**config.mk**
```make
export PLATFORM = sky130hd
export DESIGN_NAME = mem_stage
export DESIGN_NICKNAME = d
export VERILOG_FILES = /design/src/rtl/mem_stage.sv
export SDC_FILE = /design/constraint.sdc
export NUM_CORES = 1
export LEC_CHECK = 0
export CAP_MARGIN = 10
export CORE_MARGIN = 2
export CORE_UTILIZATION = 26
export DETAILED_ROUTE_END_ITERATION = 16
export GPL_ROUTABILITY_DRIVEN = 1
export GPL_TIMING_DRIVEN = 0
export MAX_ROUTING_LAYER = met4
export SLEW_MARGIN = 20
export SYNTH_ARGS = -nofsm -noshare
export SYNTH_HDL_FRONTEND = slang
export SYNTH_SLANG_ARGS = --single-unit
```
**constraint.sdc**
```tcl
create_clock -name clk -period 10.9 [get_ports clk]
set_input_delay 2.725 -clock clk [delete_from_list [all_inputs] [get_ports clk]]
set_output_delay 2.725 -clock clk [all_outputs]
set_load 0.02 [all_outputs]
```
**src/rtl/mem_stage.sv**
```systemverilog
// mem_stage: memory-access stage of the RV32I pipeline.
//
// Sits between the EX/MEM latch and the register-file write port. Loads and
// stores move over a byte-wide RAM bus one byte per cycle, little-endian,
// while stall_req holds the upstream pipeline. Non-memory instructions pass
// their ALU result straight to the registered write-back triple in one cycle.
//
// Ports
//   clk, rst             clock (rising edge), asynchronous active-high reset
//   rdy                  global enable; 0 freezes every register
//   in_valid             upstream presents an instruction
//   in_is_load/store     memory operation kind (load wins if both set)
//   in_funct3            RV32I funct3: access size and sign handling
//   in_addr              ALU result: byte address, or write-back data
//   in_store_data        rs2 value for stores
//   in_rd, in_rd_we      destination register and its write enable
//   stall_req            combinational; upstream holds its inputs while high
//   mem_a, mem_wr        registered RAM byte address and write strobe
//   mem_dout             registered RAM write byte
//   mem_din              RAM read byte, valid the cycle after its address
//   wb_we/wb_addr/wb_data registered register-file write port

module mem_stage #(
  parameter int ADDR_W = 32
) (
  input  logic              clk,
  input  logic              rst,
  input  logic              rdy,
  input  logic              in_valid,
  input  logic              in_is_load,
  input  logic              in_is_store,
  input  logic [2:0]        in_funct3,
  input  logic [31:0]       in_addr,
  input  logic [31:0]       in_store_data,
  input  logic [4:0]        in_rd,
  input  logic              in_rd_we,
  output logic              stall_req,
  output logic [ADDR_W-1:0] mem_a,
  output logic              mem_wr,
  output logic [7:0]        mem_dout,
  input  logic [7:0]        mem_din,
  output logic              wb_we,
  output logic [4:0]        wb_addr,
  output logic [31:0]       wb_data
);

  typedef enum logic [1:0] {
    IDLE  = 2'd0,
    LOAD  = 2'd1,
    STORE = 2'd2
  } state_t;

  state_t      state;
  logic [2:0]  cnt;        // cycles spent in LOAD/STORE so far
  logic [1:0]  last;       // index of the final byte: N-1
  logic [2:0]  ld_f3;
  logic [4:0]  ld_rd;
  logic        ld_rd_we;
  logic [31:0] ld_buf;     // bytes received so far, little-endian lanes
  logic [23:0] st_bytes;   // store bytes still to be sent, next one in [7:0]

  logic        final_cyc;
  logic [1:0]  rcv_lane;
  logic [31:0] ld_word;

  // funct3[1:0]: 00 -> 1 byte, 01 -> 2 bytes, 1x -> 4 bytes.
  function automatic logic [1:0] last_byte(input logic [2:0] f3);
    if (f3[1])      return 2'd3;
    else if (f3[0]) return 2'd1;
    else            return 2'd0;
  endfunction

  function automatic logic [31:0] extend(input logic [31:0] w, input logic [2:0] f3);
    case (f3)
      3'b000:  return {{24{w[7]}}, w[7:0]};
      3'b001:  return {{16{w[15]}}, w[15:0]};
      3'b100:  return {24'd0, w[7:0]};
      3'b101:  return {16'd0, w[15:0]};
      default: return w;
    endcase
  endfunction

  // In LOAD the read data lags the issued address by one cycle, so the byte
  // arriving while cnt = k belongs to lane k-1. The last byte arrives when
  // cnt = N, which is also the completing cycle.
  assign rcv_lane = cnt[1:0] - 2'd1;

  always_comb begin
    // NOTE: every variable gets a default before any conditional update, so no
    // latch is inferred on paths that do not assign it.
    final_cyc = 1'b0;
    stall_req = 1'b0;
    ld_word   = ld_buf;
    ld_word[{rcv_lane, 3'b000} +: 8] = mem_din;
    case (state)
      IDLE:    stall_req = in_valid & (in_is_load | in_is_store);
      LOAD: begin
        final_cyc = (cnt == ({1'b0, last} + 3'd1));
        stall_req = ~final_cyc;
      end
      STORE: begin
        final_cyc = (cnt == {1'b0, last});
        stall_req = ~final_cyc;
      end
      default: stall_req = 1'b0;
    endcase
  end

  // NOTE: sequential state uses non-blocking assignments so every register
  // samples the pre-edge values, independent of statement order.
  always_ff @(posedge clk or posedge rst) begin
    if (rst) begin
      state    <= IDLE;
      cnt      <= '0;
      last     <= '0;
      ld_f3    <= '0;
      ld_rd    <= '0;
      ld_rd_we <= 1'b0;
      ld_buf   <= '0;
      st_bytes <= '0;
      mem_a    <= '0;
      mem_wr   <= 1'b0;
      mem_dout <= '0;
      wb_we    <= 1'b0;
      wb_addr  <= '0;
      wb_data  <= '0;
    end else if (rdy) begin
      case (state)
        IDLE: begin
          mem_wr <= 1'b0;
          cnt    <= '0;
          if (in_valid && in_is_load) begin
            wb_we    <= 1'b0;
            mem_a    <= ADDR_W'(in_addr);
            last     <= last_byte(in_funct3);
            ld_f3    <= in_funct3;
            ld_rd    <= in_rd;
            ld_rd_we <= in_rd_we;
            state    <= LOAD;
          end else if (in_valid && in_is_store) begin
            wb_we    <= 1'b0;
            mem_a    <= ADDR_W'(in_addr);
            mem_wr   <= 1'b1;
            mem_dout <= in_store_data[7:0];
            st_bytes <= in_store_data[31:8];
            last     <= last_byte(in_funct3);
            state    <= STORE;
          end else if (in_valid) begin
            wb_we   <= in_rd_we;
            wb_addr <= in_rd;
            wb_data <= in_addr;
          end else begin
            wb_we <= 1'b0;
          end
        end

        LOAD: begin
          wb_we <= 1'b0;
          // Issue side runs one cycle ahead of the receive side.
          if (cnt < {1'b0, last}) mem_a <= mem_a + ADDR_W'(1);
          if (cnt != 3'd0)        ld_buf <= ld_word;
          if (final_cyc) begin
            wb_we   <= ld_rd_we;
            wb_addr <= ld_rd;
            wb_data <= extend(ld_word, ld_f3);
            cnt     <= '0;
            state   <= IDLE;
          end else begin
            cnt <= cnt + 3'd1;
          end
        end

        STORE: begin
          wb_we <= 1'b0;
          if (final_cyc) begin
            mem_wr <= 1'b0;
            cnt    <= '0;
            state  <= IDLE;
          end else begin
            mem_a    <= mem_a + ADDR_W'(1);
            mem_dout <= st_bytes[7:0];
            st_bytes <= st_bytes >> 8;
            cnt      <= cnt + 3'd1;
          end
        end

        default: state <= IDLE;
      endcase
    end
  end

endmodule

```
# --- Word-level counts from Yosys, hierarchy flattened ---
# Index checks and enable logic that the tools add are counted.
word_totals:
  ff_bits: 151
  inputBits: 87
  out_inout_bits: 80
  elab_cells: 110
op_classes:
  addsub: 5
  magnitude_cmp: 1
  n_eq_ne: 17
  shifts: 2
  mux: 46
  n_bitwise: 4
  reduce_logical: 21
ops:
  columns: ["op", "n"]
  rows:
  - ["$mux 32", 8]
  - ["$pmux 32 s4", 1]
  - ["$pmux 32 s3", 1]
  - ["$mux 24", 3]
  - ["$pmux 32 s2", 1]
  - ["$pmux 24 s2", 1]
  - ["$add 32x1->32 const B", 1]
  - ["$bwmux 32", 1]
  - ["$shift 8x7->32 const A", 1]
  - ["$shiftx 8x7->32", 1]
  - ["$mux 8", 3]
  - ["$mux 5", 4]
  - ["$ne 2x2->1 const B", 8]
  - ["$pmux 8 s2", 1]
  - ["$reduce_and 3->1", 5]
  - ["$mux 2", 6]
  - ["$pmux 5 s2", 1]
  - ["$reduce_and 5->1", 2]
  - ["$mux 1", 8]
  - ["$reduce_bool 2->1", 4]
  - ["$neg 5->7", 1]
  - ["$eq 3x3->1 const B", 2]
  - ["$pmux 1 s3", 2]
  - ["$pmux 3 s2", 1]
  - ["24 further kinds", 29]

# --- Depth between registers and ports, before layout ---
depth:
  depth_word: 7
  depth_mapped: 10

# --- Least setup slack after synthesis ---
# No wires, ideal clock.
synth_timing:
  kind: "in2out"
  start: "in in_is_store"
  end: "out stall_req"
  t_arrival_ps: 3327
  setup_slack_ps: 4848
  cell_stages: 3
  cell_sequence: "o21a_1 -> a222oi_1 -> nor2_1"
synth_between:
  elab_chain_len: 3
synth_rtl:
  columns: ["element", "line", "text"]
  rows:
  - ["start, declared", "31", "input logic in_is_store,"]
  - ["$or 1x1->1", "96", "IDLE: stall_req = in_valid & (in_is_load | in_is_store);"]
  - ["$and 1x1->1", "96", null]
  - ["$pmux 1 s3", "95", "case (state)"]
  - ["end, declared", "37", "output logic stall_req,"]
# Every way passes these cells.

# --- Worst setup path after layout ---
layout_timing:
  start: "in in_is_load"
  end: "out stall_req"
layout_between:
  elab_chain_len: 3
layout_rtl:
  columns: ["element", "line", "text"]
  rows:
  - ["start, declared", "30", "input logic in_is_load,"]
  - ["$or 1x1->1", "96", null]
  - ["$and 1x1->1", "96", null]
  - ["$pmux 1 s3", "95", null]
# Every way passes these cells.

==> impl_results.md <==
* FF-to-FF path depth at 8
* Initial Util at a little over a quarter
* Grt total ovfl at 0
* CTS resizes at 0
* Post-synthesis sequential element count at 151
* Core area at 30700 um^2
* Worst slew margin at 32.4%
* Initial antenna violation count at 2
* Multi-input gate area at a little over 4000 um^2
* Routability cong. at ~0.93
* Mapped Area at ~8100 um^2
* Post-synthesis sequential area ratio at 46.4%
* Number of flops mapped to enable cells by yosys at 0
* Root Buffer: clkbuf_16
* Num CTS Buffers at 17
* Power per cell area at about 300 nW/um^2
* Port Buffers at roughly 170
* Avg Vias per Cell at roughly 5.3
* Nets@finish at approximately 1200
* Reg clk slew, reported paths at 0.06 ns
* Sequential cell area at 3780 um^2
* Post-Synthesis Net Count at 985
* Wire length per cell at about 20 um
* Routed wire length at a little under 30 mm
* Endpoints failing setup at 0
* Die X at between 150 and 200 um
* Critical path arrival at approximately 4.4 ns
* Endpoints failing hold at 0
* Commonest non-fill, non-tap cells in the layout: clkdlybuf4s50_1, dfrtp_1, nand2_1
* Post-CTS setup buffer count at 0
* Hold buffers post-CTS at 0
* Final Skew at about 0.016 ns
* Period utilization at about two thirds
* Worst EP required at roughly 8 ns
* Global-route wire length before repair at about 46 mm
* Clock Sinks at between 150 and 200
* Syn avg cell area at a little over 9 um^2
* Post-Syn Instances at roughly 890
* Commonest non-fill, non-tap cell in the layout: clkdlybuf4s50_1
* Core Rows at between 60 and 70
* CP Class: input port to output port
* Max Cap Violations at 0
* DRT Pass-1 Iters at 5
* IO Pins at approximately 170
* CTS tree: yes
* Async S/R FF share, synth at 100%
* Yosys warns at 0
* Fin. max-slew vios at 0
* Tot GR Track Use at 18.7%
* Worst Hold Path Cells at 2
* Worst slew pin tran at ~1 ns
* Min Clock Period, post-route at ~7.1 ns
* Post-DRT Antenna Nets at 0
* CTS H-tree lvls at 4
* DRC Markers at 0
* Worst IR Drop VDD at between 100 and 150 uV
* Final setup margin at 3.80 ns
* Core Util, Final at roughly 35%
* Status: complete, no violations
* RSZ-0062 raised after global routing: false
* HPWL after detailed placement at approximately 22 mm
* Finished Layout Cells at between 1000 and 1500
* Post-synth top flop: dfrtp_1
* Setup crit end kind: output port
* Fill cell count at ~3200
* Pre-CTS WS at between 3 and 4 ns
* Count of cell types in the netlist at between 50 and 60
* Worst Hold Class: register to register
* Startpoint Class: input port
* CP max FO at 6
* Clock Latency Late Sink at about 0.44 ns
* Die outline area at roughly 33000 um^2
* 1st-iter DRT viols at about 770
* Dpl cells at 1448
* Largest net degree at the start of global routing at 90
* Layout cell share with drive strength beyond 1 at roughly 5.9%
* Die height at 181 um
* Vias post-DR at between 7000 and 8000
* Longest Clk Path Bufs at 2
* Number of global-route vias before repair at slightly below 8000
* Overall power at between 3000 and 4000 uW
* P&R area growth vs syn at 33.9%
* Fin Setup TNS at 0 ns
* Pleak at about 0.0044 uW
* Fmax achieved at 141 MHz
==> cell usage after synthesis, types with 20 or more instances <==
library cell,number,area [um^2]
dfrtp_1,151,3780
nand2_1,101,379
nor2_1,69,259
o21ai_0,62,310
a21oi_1,53,265
clkbuf_1,51,191
a22o_1,34,298
mux2i_1,31,310
inv_1,27,101
a211oi_1,26,195
o22ai_1,26,163
nand3_1,25,125
nor2b_1,20,125
==> layer usage <==
metal / up-vias / GRT usage, % / part of all wire (%)
met5: - / - / 0
met4: 0 / 4.75 / 2.1
met3: 38 / 5.76 / 8.6
met2: 356 / 28.7 / 45
met1: 3826 / 24.0 / 44
li1: 3607 / - / -
==> power by group <==
part	internal [uW]	leakage (uW)	switching, uW
clock network	310	0.000271	271
logic	698	0.00227	994
registers	786	0.00187	218
==> flip-flops by register name, summed over array words and instances, names as in the netlist, 2 cells and up <==
signal,cells
ld_buf,32
mem_a,32
wb_data,32
st_bytes,24
mem_dout,8
ld_rd,5
wb_addr,5
cnt,3
ld_f3,3
last,2
state,2
==> critical path: stages <==
cell and delay, ns:
clkdlybuf4s50_1 0.49, o21a_1 0.24, a222oi_1 0.28, nor2_1 0.07, clkdlybuf4s50_1 0.57
==> cells by family after synthesis <==
group                      synth area share, %
and+or+nand+nor                           18.7
buffers and inverters                     4.25
adders and majority gates                 2.00
xor gates and xnor gates                 0.215
DFF                                       46.4
muxes                                     5.47
AOI/OAI and AO/OA                         23.0
==> per-stage QoR <==
stage | hold WS (ns) | area, um^2
2_1_floorplan | 0.442 | 8150
4_1_cts | 0.478 | 10900
6_report | 0.475 | 10900
3_3_place_gp | 0.455 | 10300
5_1_grt | 0.497 | 10900
3_5_place_dp | 0.464 | 10300
==> final cells by class <==
| type | instances | share of cell area, % |
|---|---|---|
| Multi-Input combinational cell | 645 | 36.9 |
| Sequential cell | 151 | 34.6 |
| Timing Repair Buffer | 167 | 15.5 |
| Tap cell | 396 | 4.54 |
| Clock buffer | 19 | 4.15 |
| Buffer | 61 | 2.21 |
| Inverter | 28 | 1.03 |
| Clock inverter | 13 | 1.02 |
| Antenna cell | 2 | 0.0459 |
==> final timing paths <==
kind / from / end / slack [ns]
worst min-delay path: ld_buf[6] / ld_buf[6] / 0.48
worst min register to register: ld_buf[6] / ld_buf[6] / 0.48
worst max-delay path: in_is_load / stall_req / 3.80
max in group asynchronous: rst / wb_data[17] / 7.38
min in group asynchronous: rst / mem_dout[1] / 2.71
worst max register to register: cnt[0] / mem_a[5] / 7.60
No activity file was read; power rests on OpenSTA's default activity.
